File: config.mk
export PLATFORM = sky130hd
export DESIGN_NAME = id_ex_operand_stage
export DESIGN_NICKNAME = d
export VERILOG_FILES = /design/src/rtl/id_ex_operand_stage.sv
export SDC_FILE = /design/constraint.sdc
export NUM_CORES = 1
export LEC_CHECK = 0
export CORE_MARGIN = 3
export CORE_UTILIZATION = 37
export CTS_CLUSTER_DIAMETER = 60
export CTS_CLUSTER_SIZE = 14
export DETAILED_ROUTE_END_ITERATION = 10
export PLACE_DENSITY = 0.75
export SYNTH_ARGS = -nofsm -noshare
export SYNTH_HDL_FRONTEND = slang
export SYNTH_SLANG_ARGS = --single-unit
File: constraint.sdc
create_clock -name clk -period 1.8 [get_ports clk]
set_input_delay 0.18 -clock clk [delete_from_list [all_inputs] [get_ports clk]]
set_output_delay 0.18 -clock clk [all_outputs]
set_load 0.005 [all_outputs]
File: src/rtl/id_ex_operand_stage.sv
// ID/EX operand stage: bypasses the register file read data with in-flight
// EX/MEM/WB results, detects load-use hazards and registers operands and
// control into the EX stage.
module id_ex_operand_stage #(
  parameter int DW         = 32,
  parameter int AW         = 5,
  parameter int R0_IS_ZERO = 0,
  parameter int CNT_W      = 16
) (
  input  logic             clk,
  input  logic             rst_n,
  input  logic             valid_id,
  input  logic [DW-1:0]    instr_id,
  input  logic [AW-1:0]    AA,
  input  logic [AW-1:0]    BA,
  input  logic             uses_a,
  input  logic             uses_b,
  input  logic [AW-1:0]    DA_id,
  input  logic             RW_id,
  input  logic             MR_id,
  input  logic [DW-1:0]    A_data,
  input  logic [DW-1:0]    B_data,
  input  logic [DW-1:0]    ex_result,
  input  logic [AW-1:0]    mem_DA,
  input  logic             mem_RW,
  input  logic [DW-1:0]    mem_result,
  input  logic [AW-1:0]    wb_DA,
  input  logic             wb_RW,
  input  logic [DW-1:0]    BUS_D,
  input  logic             flush,
  input  logic             hold,
  output logic [DW-1:0]    A_ex,
  output logic [DW-1:0]    B_ex,
  output logic [DW-1:0]    instr_ex,
  output logic [AW-1:0]    DA_ex,
  output logic             RW_ex,
  output logic             MR_ex,
  output logic             valid_ex,
  output logic             stall,
  output logic [CNT_W-1:0] stall_cnt
);

  logic [AW-1:0] src_addr [2];
  logic [DW-1:0] rf_val   [2];
  logic [1:0]    src_used;
  logic [DW-1:0] a_fwd;
  logic [DW-1:0] b_fwd;
  logic          lu;

  assign src_addr[0] = AA;
  assign src_addr[1] = BA;
  assign rf_val[0]   = A_data;
  assign rf_val[1]   = B_data;
  assign src_used    = {uses_b, uses_a};

  // An ALU result in EX is usable now; a load in EX is not (its data
  // only exists once it reaches MEM), which is what the hazard covers.
  generate
    for (genvar gi = 0; gi < 2; gi++) begin : g_fwd
      logic          src_zero;
      logic          lu_src;
      logic [DW-1:0] val;

      assign src_zero = (R0_IS_ZERO != 0) && (src_addr[gi] == '0);
      assign lu_src   = src_used[gi] && (DA_ex == src_addr[gi]) && !src_zero;

      // Bypass priority: youngest producer wins, WB covers the write-then-read edge.
      always_comb begin
        if (src_zero)
          val = '0;
        else if (valid_ex && RW_ex && !MR_ex && (DA_ex == src_addr[gi]))
          val = ex_result;
        else if (mem_RW && (mem_DA == src_addr[gi]))
          val = mem_result;
        else if (wb_RW && (wb_DA == src_addr[gi]))
          val = BUS_D;
        else
          val = rf_val[gi];
      end
    end
  endgenerate

  assign a_fwd = g_fwd[0].val;
  assign b_fwd = g_fwd[1].val;

  assign lu    = valid_id && valid_ex && MR_ex && RW_ex && (g_fwd[0].lu_src || g_fwd[1].lu_src);
  assign stall = (lu || hold) && !flush;

  // ID/EX register: flush beats hold, hold beats the load-use bubble.
  always_ff @(posedge clk or negedge rst_n) begin
    if (!rst_n) begin
      A_ex      <= '0;
      B_ex      <= '0;
      instr_ex  <= '0;
      DA_ex     <= '0;
      RW_ex     <= 1'b0;
      MR_ex     <= 1'b0;
      valid_ex  <= 1'b0;
      stall_cnt <= '0;
    end else if (flush) begin
      valid_ex <= 1'b0;
      RW_ex    <= 1'b0;
      MR_ex    <= 1'b0;
    end else if (hold) begin
      valid_ex <= valid_ex;
    end else if (lu) begin
      valid_ex <= 1'b0;
      RW_ex    <= 1'b0;
      MR_ex    <= 1'b0;
      if (stall_cnt != '1)
        stall_cnt <= stall_cnt + 1'b1;
    end else begin
      A_ex     <= a_fwd;
      B_ex     <= b_fwd;
      instr_ex <= instr_id;
      DA_ex    <= DA_id;
      valid_ex <= valid_id;
      RW_ex    <= RW_id && valid_id;
      MR_ex    <= MR_id && valid_id;
    end
  end

endmodule

======== Yosys cells after proc, flatten, opt, wreduce, memory -nomap -nowiden ========
Index checks and enable logic that the tools add are counted.
word-level totals
  bits in registers ....................... 120
  bits of input ports ..................... 228
  output and inout port bits .............. 121
  word-level logic and storage cells ...... 58
operators by class
  add/subtract/negate cells ............... 1
  equality and inequality tests ........... 8
  mux-type cells .......................... 15
  bitwise gates (word level) .............. 3
  reductions and logical operators ........ 23
operators by type and width
  operator                 count
  $mux W32                 6
  $eq A5 B5 Y1             6
  $logic_and A1 B1 Y1      17
  $add A16 B1 Y16 const B  1
  $ne A16 B16 Y1 const B   1
  $mux W1                  9
  $reduce_and A4 Y1        1
  $not A1 Y1               3
  $reduce_and A3 Y1        1
  $logic_not A1 Y1         2
  $logic_or A1 B1 Y1       2
  $ne A2 B2 Y1 const B     1

======== Depth between registers and ports, before layout ========
Gate-level depths: netlist of run 1.
  word-level depth ........................ 7
  gate-level depth with buffers ........... 8
  depth with buffers taken out ............ 6

======== Worst setup path after synthesis of run 1 ========
No wires, ideal clock.
  path kind ............................... register to register
  start point ............................. register stall_cnt[0]
  end point ............................... register stall_cnt[13]
  library setup time ...................... 0.079 ns
  arrival time ............................ 1.837 ns
  required time ........................... 1.721 ns
  path slack .............................. -0.117 ns
  stages on the path, launching flop included .. 7
  buffers on the path ..................... 0
  clock period less this slack ............ 1.917 ns
  cell sequence ........................... dfrtp_1 ha_1 and3_4 a31o_1 or4b_4 nor3_2 xor2_1
between the ends
  longest elaborated chain between the ends .. 2
  elaborated cells between the ends (all ways) .. 3
  those cells by class .................... 1 x add/sub; 1 x eq/ne; 1 x reduce/logical
ends and longest elaborated chain
  what                                                     line  RTL
  start: declaration                                       40    output logic [CNT_W-1:0] stall_cnt
  start signal: assignment                                 111   stall_cnt <= stall_cnt + 1'b1;
  branches (longest 2 deep; another with $add A16 B1 Y16)  n/a
Parallel ways; which one is timed is not known.
A chain may end at the register's enable or synchronous reset.

======== Worst setup path after layout of run 1 ========
  start point ............................. register DA_ex[3]
  end point ............................... register instr_ex[20]
between the ends
  longest elaborated chain between the ends .. 6
  elaborated cells between the ends (all ways) .. 8
  those cells by class .................... 2 x eq/ne; 1 x bitwise; 5 x reduce/logical
ends and longest elaborated chain
  what                                    line  RTL
  start: declaration                      35    output logic [AW-1:0] DA_ex,
  start signal: assignment                116   DA_ex <= DA_id;
  $eq A5 B5 Y1                            65    assign lu_src = src_used[gi] && (DA_ex == src_addr[gi]) && !src_zero;
  $logic_and A1 B1 Y1                     65
  $logic_or A1 B1 Y1 (*)                  86    assign lu = valid_id && valid_ex && MR_ex && RW_ex && (g_fwd[0].lu_src || g_fwd[1].lu_src);
  $logic_and A1 B1 Y1 (*)                 86
  $not A1 Y1 (no source line) (*)         n/a
  $reduce_and A3 Y1 (no source line) (*)  n/a
  end signal: assignment                  115   instr_ex <= instr_id;
  end: declaration                        34    output logic [DW-1:0] instr_ex,
Every way passes the cells marked *; elsewhere a longest branch is shown, timed or not.

==> metrics.csv, run 1 <==
stage,metric,value,unit
yosys,syn-num-nets,1009,
setup_path,r2r_slack,-390,ps
sta,fin_ws,-390,ps
sta,fmax,457,MHz
clock_network,htreeDepth,4,
min_path,hold_depth,3,
routing,ant_nets,0,
min_path,min_from,ex_result[30],
cells_and_area,multiInputGateArea,4050,sq um
sta,rsz0062_at_grt,yes,
sta,worst_hold_slack,358,ps
yosys,yosysWarnings,0,
setup_path,worst_r2r_path_depth,9,
sta,drv_slew,0,
yosys,synth_enable_flop_cells,0,
global_route,antenna_found_initial,3,
cells_and_area,final_core_util,72.0,%
setup_path,crit_chain,"xnor2_2, nand3_2, o22ai_2, buf_4, a21oi_4, buf_12, buf_4, buf_16, mux2_2",
floorplanning,fp.dieW,142,um
sta,min_period,2190,ps
clock_network,clkTransAtPathRegs,70,ps
setup_path,cp-start-kind,register,
global_route,grt_pass1_wl,48300,um
floorplanning,core,18100,sq um
sta,skew,10.8,ps
routing,vias,8321,
yosys,synth-seq-cells,120,
job,drv_cap,0,
yosys,syn_area,6870,sq um
pwr,pwr_density_cell,745,nW/um^2
global_route,grt.total_usage,30.9,%
pwr,ir_drop,0.000640,V
min_path,holdPathEnd,B_ex[30]$_DFFE_PN0P_,
cells_and_area,layout.area.seq,3010,sq um
yosys,synth_flop_cell,dfrtp_1,
floorplanning,start_util,38.0,%
setup_path,cp_num_buf_inv,4,
setup_path,crit_type,register to register,
min_path,holdCritPathClass,input pin to register,
sta,worst_pin_slew,692,ps
clock_network,clkSinkCount,120,
cells_and_area,drive_gt1_share,22.5,%
cells_and_area,layout.nets,1421,
setup_path,regToRegStartpoint,DA_ex[3]$_DFFE_PN0P_,
placed_design,gp_congestion,0.960,
clock_network,cts_root_buf,clkbuf_16,
yosys,synth.avg_cell_area,8.80,sq um
yosys,ys_seq_area_share,43.7,%
sta,fin_crit_sh,122,%
floorplanning,die_area,20200,sq um
setup_path,critPathArrivalTime,2490,ps
routing,dr.pass1.iters,5,
setup_path,crit_required,2100,ps
placed_design,portBuffers,348,
sta,finalHoldViolations,0,
global_route,grt_pass1_vias,8760,
global_route,grt_max_degree,121,
placed_design,dp.final_hpwl,20600,um
setup_path,cp_common_cell,buf_4,
floorplanning,row_count,49,
setup_path,cp_slowest_cell,dfrtp_2,
status,outcome,"complete, but fails checks",
setup_path,end_kind,register,
routing,drc,0,
setup_path,critPathMaxStageDelay,490,ps
routing,drt_first_iter_violations,521,
setup_path,cp_top_family,buffers and inverters,
clock_network,cts_buffers,17,
global_route,overflow,0,
floorplanning,pin_count,349,
setup_path,cp_max_fo,9,
clock_network,cts_tree,yes,
clock_network,clk_latency,420,ps
routing,vias_per_cell,5.79,
yosys,synth-async-reset-ratio,100,%
status,violations,negative setup slack,
cells_and_area,syn_to_final_growth,89.6,%
sta,setup_viol,121,
setup_path,r2r-end,instr_ex[20]$_DFFE_PN0P_,
routing,routed_wl,32700,um
sta,maxSlewHeadroom,53.8,%
yosys,synthCells,780,
pwr,cellLeakagePower,0.00507,uW
yosys,synth.distinct_cells,39,
clock_network,cts_buffer_depth,2,
routing,wire_per_inst,22.8,um
cells_and_area,fillers,1332,
floorplanning,fp.dieH,142,um
worst reg2reg max path, delay by kind of cell (launching register included):
| family | cells | cell delay, ps |
|---|---|---|
| XOR/XNOR | 1 | 250 |
| multiplexers | 1 | 280 |
| AO/OA/AOI/OAI | 2 | 260 |
| AND/OR/NAND/NOR | 1 | 180 |
| buffers and inverters | 4 | 600 |
| flip-flops | 1 | 490 |
state kept, by name, summed over array words and instances (netlist names):
signal,cells
DA_ex,5
instr_ex,32
valid_ex,1
A_ex,32
stall_cnt,16
MR_ex,1
RW_ex,1
B_ex,32
synthesized netlist by cell type, types with 2 or more instances:
library cell / instances / area [sq um]
buf_1: 2 / 7.51
dfrtp_1: 120 / 3000
nand2_1: 134 / 503
nand3b_1: 2 / 15.0
a32o_1: 2 / 20.0
nor4_1: 2 / 12.5
xor2_1: 14 / 123
buf_2: 21 / 105
clkbuf_1: 44 / 165
o211ai_1: 64 / 480
a31oi_1: 64 / 400
nand3_1: 46 / 230
xnor2_1: 31 / 272
nor3_1: 3 / 15.0
and3_1: 2 / 12.5
o21ai_0: 32 / 160
nor3_2: 3 / 30.0
mux2_2: 38 / 428
nand4_1: 6 / 37.5
a311o_1: 32 / 320
nor2_1: 100 / 375
how the worst max path moves through the flow:
stage,cells past startpoint,end,slack (ps),startpoint
after floorplan,6,stall_cnt[13]$_DFFE_PN0P_,-70,stall_cnt[2]$_DFFE_PN0P_
after global placement,8,B_ex[28]$_DFFE_PN0P_,-600,wb_DA[3]
after detailed placement,8,B_ex[6]$_DFFE_PN0P_,-610,wb_DA[3]
after CTS,7,stall_cnt[9]$_DFFE_PN0P_,-260,DA_ex[1]$_DFFE_PN0P_
after global routing,7,stall_cnt[1]$_DFFE_PN0P_,-420,DA_ex[3]$_DFFE_PN0P_
final,9,instr_ex[20]$_DFFE_PN0P_,-390,DA_ex[3]$_DFFE_PN0P_
area by class of cell:
class | instances | area share, %
clock buffer | 17 | 3.27
timing repair buffer | 460 | 38.9
inverter | 1 | 0.0288
sequential | 120 | 23.1
multi-input combinational | 592 | 31.1
clock inverter | 15 | 1.40
antenna | 2 | 0.0384
tap | 229 | 2.20
power by group:
group          leakage (uW)  internal, uW  switching [uW]  total, uW
Combinational       0.00336          1750            1040       2790
Clock              0.000302          2110            1480       3590
Sequential          0.00140          3030             288       3320
Total               0.00507          6890            2810       9700
layer usage:
layer  part of all wire [%]  GRT usage [%]  up-vias  routed length, um
li1                       -              -     3691                  -
met1                     36           35.8     3945              11800
met2                     48           51.8      552              15800
met3                    9.9           8.03      131               3230
met4                    5.8           17.6        2               1900
met5                  0.040              0        -                 13
cell usage in the layout (no fill, tap or decap), types with 2 or more instances in the layout:
| cell | count |
|---|---|
| clkdlybuf4s50_1 | 339 |
| nand2_1 | 134 |
| dfrtp_1 | 118 |
| o211ai_1 | 64 |
| buf_4 | 64 |
| a31oi_1 | 62 |
| nor2_1 | 47 |
| nand3_1 | 39 |
| mux2_2 | 38 |
| a311o_1 | 32 |
| o21ai_0 | 32 |
| nor2_4 | 27 |
| xnor2_1 | 26 |
| nor2_2 | 26 |
| buf_16 | 19 |
| buf_12 | 19 |
| clkbuf_16 | 18 |
| xor2_1 | 13 |
| nand3_2 | 6 |
| nand4_1 | 6 |
| dlygate4sd2_1 | 6 |
| inv_8 | 5 |
| inv_6 | 4 |
| xnor2_2 | 3 |
| nor3_4 | 3 |
| clkinv_4 | 3 |
| bufbuf_16 | 3 |
| buf_6 | 3 |
| buf_8 | 3 |
| diode_2 | 2 |
| dfrtp_2 | 2 |
| xnor2_4 | 2 |
| nor4_2 | 2 |
| nand3b_1 | 2 |
| nor3_1 | 2 |
| and3_1 | 2 |
| a32o_1 | 2 |
| a31oi_4 | 2 |
| bufinv_16 | 2 |
through the flow:
stage / worst slack [ps] / cell area (sq um) / cells / setup TNS, ps / total power (uW)
3_3_place_gp: -597 / 11200 / 1369 / -56200 / 5610
5_1_grt: -416 / 13000 / 1436 / -38860 / 10100
3_5_place_dp: -614 / 11200 / 1369 / -61240 / 5660
4_1_cts: -265 / 12900 / 1430 / -20530 / 9650
2_1_floorplan: -74.5 / 6870 / 780 / -332 / 3980
6_report: -390 / 13000 / 1436 / -36800 / 9700
logic make-up after synthesis:
group	share of synthesized area [%]
AO/OA/AOI/OAI	20.8
adder cells (fa/ha/maj)	0.182
flip-flops	43.7
XOR/XNOR	5.74
buffers and inverters	4.10
multiplexers	6.23
AND/OR/NAND/NOR	19.2
timing repair:
item | in CTS | in global routing
pin swaps | 13 | 2
endpoints found under the hold margin | 120 | 0
endpoints found under the setup margin | 121 | 121
hold buffers | 1 | 0
buffers inserted | 7 | 2
gates resized for setup | 131 | 9
gates cloned | 21 | 2
(Power assumes the default switching activity.)
==> run 2: changes to the inputs <==
--- a/config.mk
+++ b/config.mk
@@ -5,6 +5,7 @@
 export SDC_FILE = /design/constraint.sdc
 export NUM_CORES = 1
 export LEC_CHECK = 0
+export ABC_CLOCK_PERIOD_IN_PS = 1800
 export CORE_MARGIN = 3
 export CORE_UTILIZATION = 37
 export CTS_CLUSTER_DIAMETER = 60
==> results of run 2 <==
The final DEF is identical to that of run 1; final timing and power are the same.
